$ cat src/rtl/dmem_responder.sv
// Multi-cycle word data memory with valid/ready request and response channels.
// Self-initialises mem[i] = i after reset. Optional alignment checking: DMEM_ALIGN_CHECK_EN.
module dmem_responder #(
  parameter int DEPTH   = 128,
  parameter int LATENCY = 2
) (
  input  logic        clk,
  input  logic        rst,
  input  logic        req_valid,
  output logic        req_ready,
  input  logic        req_write,
  input  logic [31:0] req_addr,
  input  logic [31:0] req_wdata,
  input  logic [3:0]  req_wstrb,
  output logic        resp_valid,
  input  logic        resp_ready,
  output logic [31:0] resp_rdata,
  output logic        resp_err,
  output logic        init_done
);

  localparam int AW  = $clog2(DEPTH);
  localparam int LCW = (LATENCY < 1) ? 1 : $clog2(LATENCY + 1);

  typedef enum logic [1:0] {INIT, IDLE, WAIT, RESP} state_t;

  state_t          state_q, state_d;
  logic [AW:0]     init_cnt_q, init_cnt_d;
  logic [LCW-1:0]  lat_cnt_q, lat_cnt_d;
  logic            rsel_q, rsel_d;
  logic            err_q, err_d;

  logic [31:0]     mem [DEPTH];
  logic [31:0]     mem_rd_q;
  logic [AW-1:0]   req_idx;
  logic [AW-1:0]   mem_waddr;
  logic [31:0]     mem_wdata;
  logic [3:0]      mem_be;
  logic            mem_re;
  logic            misaligned;
  logic            unused_addr_bits;

  assign req_idx          = req_addr[AW+1:2];
  assign unused_addr_bits = ^{req_addr[31:AW+2], req_addr[1:0]};

`ifdef DMEM_ALIGN_CHECK_EN
  assign misaligned = |req_addr[1:0];
`else
  assign misaligned = 1'b0;
`endif

  always_comb begin
    state_d    = state_q;
    init_cnt_d = init_cnt_q;
    lat_cnt_d  = lat_cnt_q;
    rsel_d     = rsel_q;
    err_d      = err_q;
    mem_be     = 4'h0;
    mem_waddr  = req_idx;
    mem_wdata  = req_wdata;
    mem_re     = 1'b0;
    case (state_q)
      INIT: begin
        mem_be     = 4'hF;
        mem_waddr  = init_cnt_q[AW-1:0];
        mem_wdata  = 32'(init_cnt_q);
        init_cnt_d = init_cnt_q + (AW+1)'(1);
        if (init_cnt_q == (AW+1)'(DEPTH - 1)) begin
          state_d = IDLE;
        end
      end
      IDLE: begin
        if (req_valid && !rst) begin
          // Load data is captured now, so a following store cannot disturb it.
          err_d  = misaligned;
          rsel_d = !req_write && !misaligned;
          mem_re = !req_write && !misaligned;
          if (req_write && !misaligned) begin
            mem_be = req_wstrb;
          end
          if (LATENCY <= 1) begin
            state_d = RESP;
          end else begin
            lat_cnt_d = LCW'(LATENCY - 1);
            state_d   = WAIT;
          end
        end
      end
      WAIT: begin
        if (lat_cnt_q <= LCW'(1)) begin
          lat_cnt_d = '0;
          state_d   = RESP;
        end else begin
          lat_cnt_d = lat_cnt_q - LCW'(1);
        end
      end
      RESP: begin
        if (resp_ready) begin
          state_d = IDLE;
        end
      end
      default: state_d = INIT;
    endcase
  end

  always_ff @(posedge clk) begin
    if (rst) begin
      state_q    <= INIT;
      init_cnt_q <= '0;
      lat_cnt_q  <= '0;
      rsel_q     <= 1'b0;
      err_q      <= 1'b0;
    end else begin
      state_q    <= state_d;
      init_cnt_q <= init_cnt_d;
      lat_cnt_q  <= lat_cnt_d;
      rsel_q     <= rsel_d;
      err_q      <= err_d;
    end
  end

  // Array kept free of reset so it maps onto block RAM with byte-write enables.
  always_ff @(posedge clk) begin
    for (int b = 0; b < 4; b++) begin
      if (mem_be[b]) begin
        mem[mem_waddr][8*b +: 8] <= mem_wdata[8*b +: 8];
      end
    end
    if (mem_re) begin
      mem_rd_q <= mem[req_idx];
    end
  end

  assign req_ready  = (state_q == IDLE);
  assign resp_valid = (state_q == RESP);
  assign resp_rdata = rsel_q ? mem_rd_q : 32'h0;
  assign resp_err   = err_q;
  assign init_done  = (state_q != INIT);

endmodule

$ cat config.mk
export PLATFORM = sky130hd
export DESIGN_NAME = dmem_responder
export DESIGN_NICKNAME = d
export VERILOG_FILES = /design/src/rtl/dmem_responder.sv
export SDC_FILE = /design/constraint.sdc
export NUM_CORES = 2
export LEC_CHECK = 0
export BUFFER_PORTS_ARGS = -buffer_cell sky130_fd_sc_hd__buf_2
export CAP_MARGIN = 40
export CORE_ASPECT_RATIO = 1.2
export CORE_MARGIN = 2
export CORE_UTILIZATION = 45
export CTS_CLUSTER_DIAMETER = 80
export CTS_CLUSTER_SIZE = 8
export DETAILED_ROUTE_END_ITERATION = 16
export SLEW_MARGIN = 10
export SYNTH_ARGS = -nofsm -noshare
export SYNTH_HDL_FRONTEND = slang
export SYNTH_SLANG_ARGS = --single-unit
$ cat constraint.sdc
create_clock -name clk -period 10.5 [get_ports clk]
set_input_delay 2.1 -clock clk [delete_from_list [all_inputs] [get_ports clk]]
set_output_delay 2.1 -clock clk [all_outputs]
set_load 0.05 [all_outputs]
==> impl_metrics.json <==
{
  "status": "finished clean",
  "tightest_slew_ns": 1.06,
  "firstDrtPassIters": 5,
  "placedCellCount": 11221,
  "regToRegStartpoint": "state_q[1]",
  "setup_viol": 0,
  "synth_area_leaders": "edfxtp_1 78%, mux4_2 19%, nor2_1 1.2%, clkbuf_1 0.59%, buf_2 0.30%",
  "grt_pass1_wl_um": 543000,
  "initial_core_util": 0.452,
  "postSynth.asyncResetShare": 0,
  "cp_max_fo": 88,
  "power.share.clock": 0.415,
  "numCtsBuffers": 591,
  "yosys_register_bits": 4141,
  "final_cells": 11925,
  "antenna_found_initial": 17,
  "synth.avg_cell_area_um2": 24.0,
  "skew_ns": 0.0644,
  "syn_to_final_growth_pct": 14.8,
  "placed_cell_area_um2": 167000,
  "mappedNetlistArea_um2": 160000,
  "min_path_cells": 2,
  "cts.clk_slew.worst_paths_ns": 0.05,
  "drt-initial-drc-count": 7105,
  "power_mw": 40.4,
  "clkLatencyLatePin_ns": 0.94,
  "post-cts-setup-buffers": 0,
  "holdBufCountCts": 0,
  "rrSetupSlack_ns": 5.79,
  "root_buffer": "clkbuf_16",
  "drc_errors": 0,
  "synth_top_area_frac": 0.776,
  "synth_top_cell_by_area": "edfxtp_1",
  "cp-startpoint": "req_addr[2]",
  "grt_pass1_vias": 74682,
  "tritoncts": "done",
  "finalHoldViolCount": 0,
  "p_int_mw": 30.8,
  "syn-num-nets": 6741,
  "p_switching_mw": 9.55,
  "htreeDepth": 6,
  "die_y_um": 657,
  "vdd_drop_max_uv": 150,
  "totalWireLength_um": 379000,
  "die_area_um2": 360000,
  "numClockSinks": 4141,
  "die_w_um": 548,
  "end_kind": "flop",
  "p_comb_frac": 0.103,
  "slew_violations": 0,
  "finalWeightedCongestion": 0.774,
  "synth_common_cells": "4128 x edfxtp_1, 1344 x mux4_2, 517 x nor2_1",
  "rows": 239,
  "worstRegToRegCells": 9,
  "finalCriticalPeriod_ns": 5.41,
  "num_vias": 71034,
  "crit_type": "input pin to flop",
  "fmax_mhz": 185,
  "slew_headroom": 0.292,
  "ys_seq_area_frac": 0.778,
  "seqPwrFrac": 0.483,
  "period_share": 0.515,
  "core_area_um2": 353000,
  "wl_per_cell_um": 31.8,
  "rsz0062_at_grt": "false",
  "ant_nets": 0,
  "synth_ff_type": "edfxtp_1",
  "nets": 7215,
  "synth_most_common_cell": "edfxtp_1",
  "fin_tns_setup_ns": 0,
  "postSynthCellCount": 6662,
  "p_leak_nw": 57.6,
  "drive_gt1_frac": 0.328,
  "clockBufferDepth": 4,
  "dp_hpwl_um": 229000,
  "worst_ep_required_time_ns": 11.15,
  "grt_max_degree": 144,
  "swShare": 0.236,
  "portBuffers": 82,
  "r2r_end": "mem[35][24]",
  "routed_via_density": 5.96,
  "ys_types": 40,
  "powerDensity_nw_per_um2": 220,
  "grt_usage": 0.209,
  "cp-start-kind": "input pin",
  "hold_path.class": "flop to flop",
  "drv_cap": 0,
  "grt_remaining_overflow": 0,
  "crit_arrival_ns": 6.06,
  "fin_area_um2": 183000,
  "synth-edff-count": 4128,
  "ios": 109,
  "yosysWarningCount": 0,
  "crit_end": "mem_rd_q[22]",
  "ctsResizeCount": 0
}
cells by family (layout without fill, tap and decap cells):
logic type               after synthesis  count (layout)  share of synthesized area
multiplexers                        1386            1386                      0.192
AND/OR/NAND/NOR                      680             680                     0.0175
flip-flops                          4141            4141                      0.778
adder cells (fa/ha/maj)                6               6                   0.000470
buffers and inverters                407             965                     0.0104
other                                  1               7                  0.0000235
XOR/XNOR                               6               6                   0.000329
AO/OA/AOI/OAI                         35              35                    0.00143
layout by cell type, fill, tap and decap left out, types with 3 or more instances in the layout:
master     netlist  final
and2_1          32     32
nor2_1         517    517
nand2_2          0     22
buf_8            0      6
xor2_1           3      3
o31ai_1          3      3
inv_6            0     15
buf_12           0     35
buf_2           95     79
inv_1            8      7
clkbuf_1       253     31
clkinv_8         0      8
nand3b_1         5      5
mux4_2        1344   1344
xnor2_1          3      3
or3_1            4      4
inv_16           0      7
or3b_2           4      4
mux2_2          39     33
dfxtp_1         13     13
a21o_1           5      5
a21oi_1         12     12
diode_2          0      6
nand3_1         16     16
ha_1             6      5
mux2i_1          3      3
clkbuf_16        0    613
nand2_1         67     45
buf_4            2    121
nor2b_1         28      4
nor2b_4          0     24
mux2_4           0      6
buf_16           0     36
edfxtp_1      4128   4128
through the flow:
step                      hold WS, ns  setup WS (ns)  utilization
after floorplan                 0.429           2.19            -
after global placement          0.469           4.04        0.470
after detailed placement        0.460           4.11        0.473
after CTS                       0.470           5.09        0.518
after global routing            0.509           4.98        0.519
final                           0.478           5.09        0.519
area by class of cell:
type,instances,area (µm²)
Sequential cell,4141,124000
Multi-Input combinational cell,2114,34200
Inverter,10,47.5
Tap cell,4699,5880
Timing Repair Buffer,278,3100
Antenna cell,6,15.0
Clock inverter,33,467
Clock buffer,644,15500
Fill cell,26549,170000
layer usage:
metal	GRT usage	vias to the layer above	part of all wire
met5	0	-	0
met4	0.0715	0	0.034
met3	0.0339	555	0.063
met2	0.351	2551	0.51
met1	0.280	38731	0.39
li1	-	29197	-
flip-flops by register name, indices dropped and copies added (netlist names):
register / flops
mem: 4096
state_q: 2
rsel_q: 1
init_cnt_q: 8
lat_cnt_q: 2
mem_rd_q: 32
power by group through the flow:
| stage | combinational (mW) | sequential, mW | clock (mW) |
|---|---|---|---|
| floorplan | 1.96 | 19.9 | 0 |
| detailed placement | 4.12 | 19.8 | 0 |
| global route | 4.33 | 19.5 | 17.7 |
| global placement | 3.80 | 19.8 | 0 |
| finish | 4.14 | 19.5 | 16.7 |
| CTS | 4.12 | 19.5 | 17.0 |
worst max-delay path: stages:
cell and delay [ns]:
buf_12 0.26, buf_12 0.53, buf_12 0.54, mux4_2 0.64, mux4_2 0.62, mux4_2 0.49, mux2_2 0.31
worst min-delay path by stage:
stage	start	to	slack (ns)
after floorplan	lat_cnt_q[1]	lat_cnt_q[1]	0.43
after global placement	lat_cnt_q[1]	lat_cnt_q[1]	0.47
after detailed placement	lat_cnt_q[1]	lat_cnt_q[1]	0.46
after CTS	lat_cnt_q[1]	lat_cnt_q[1]	0.47
after global routing	lat_cnt_q[1]	lat_cnt_q[1]	0.51
final	lat_cnt_q[1]	lat_cnt_q[1]	0.48
Note: power is estimated with default switching activity, not from simulation.
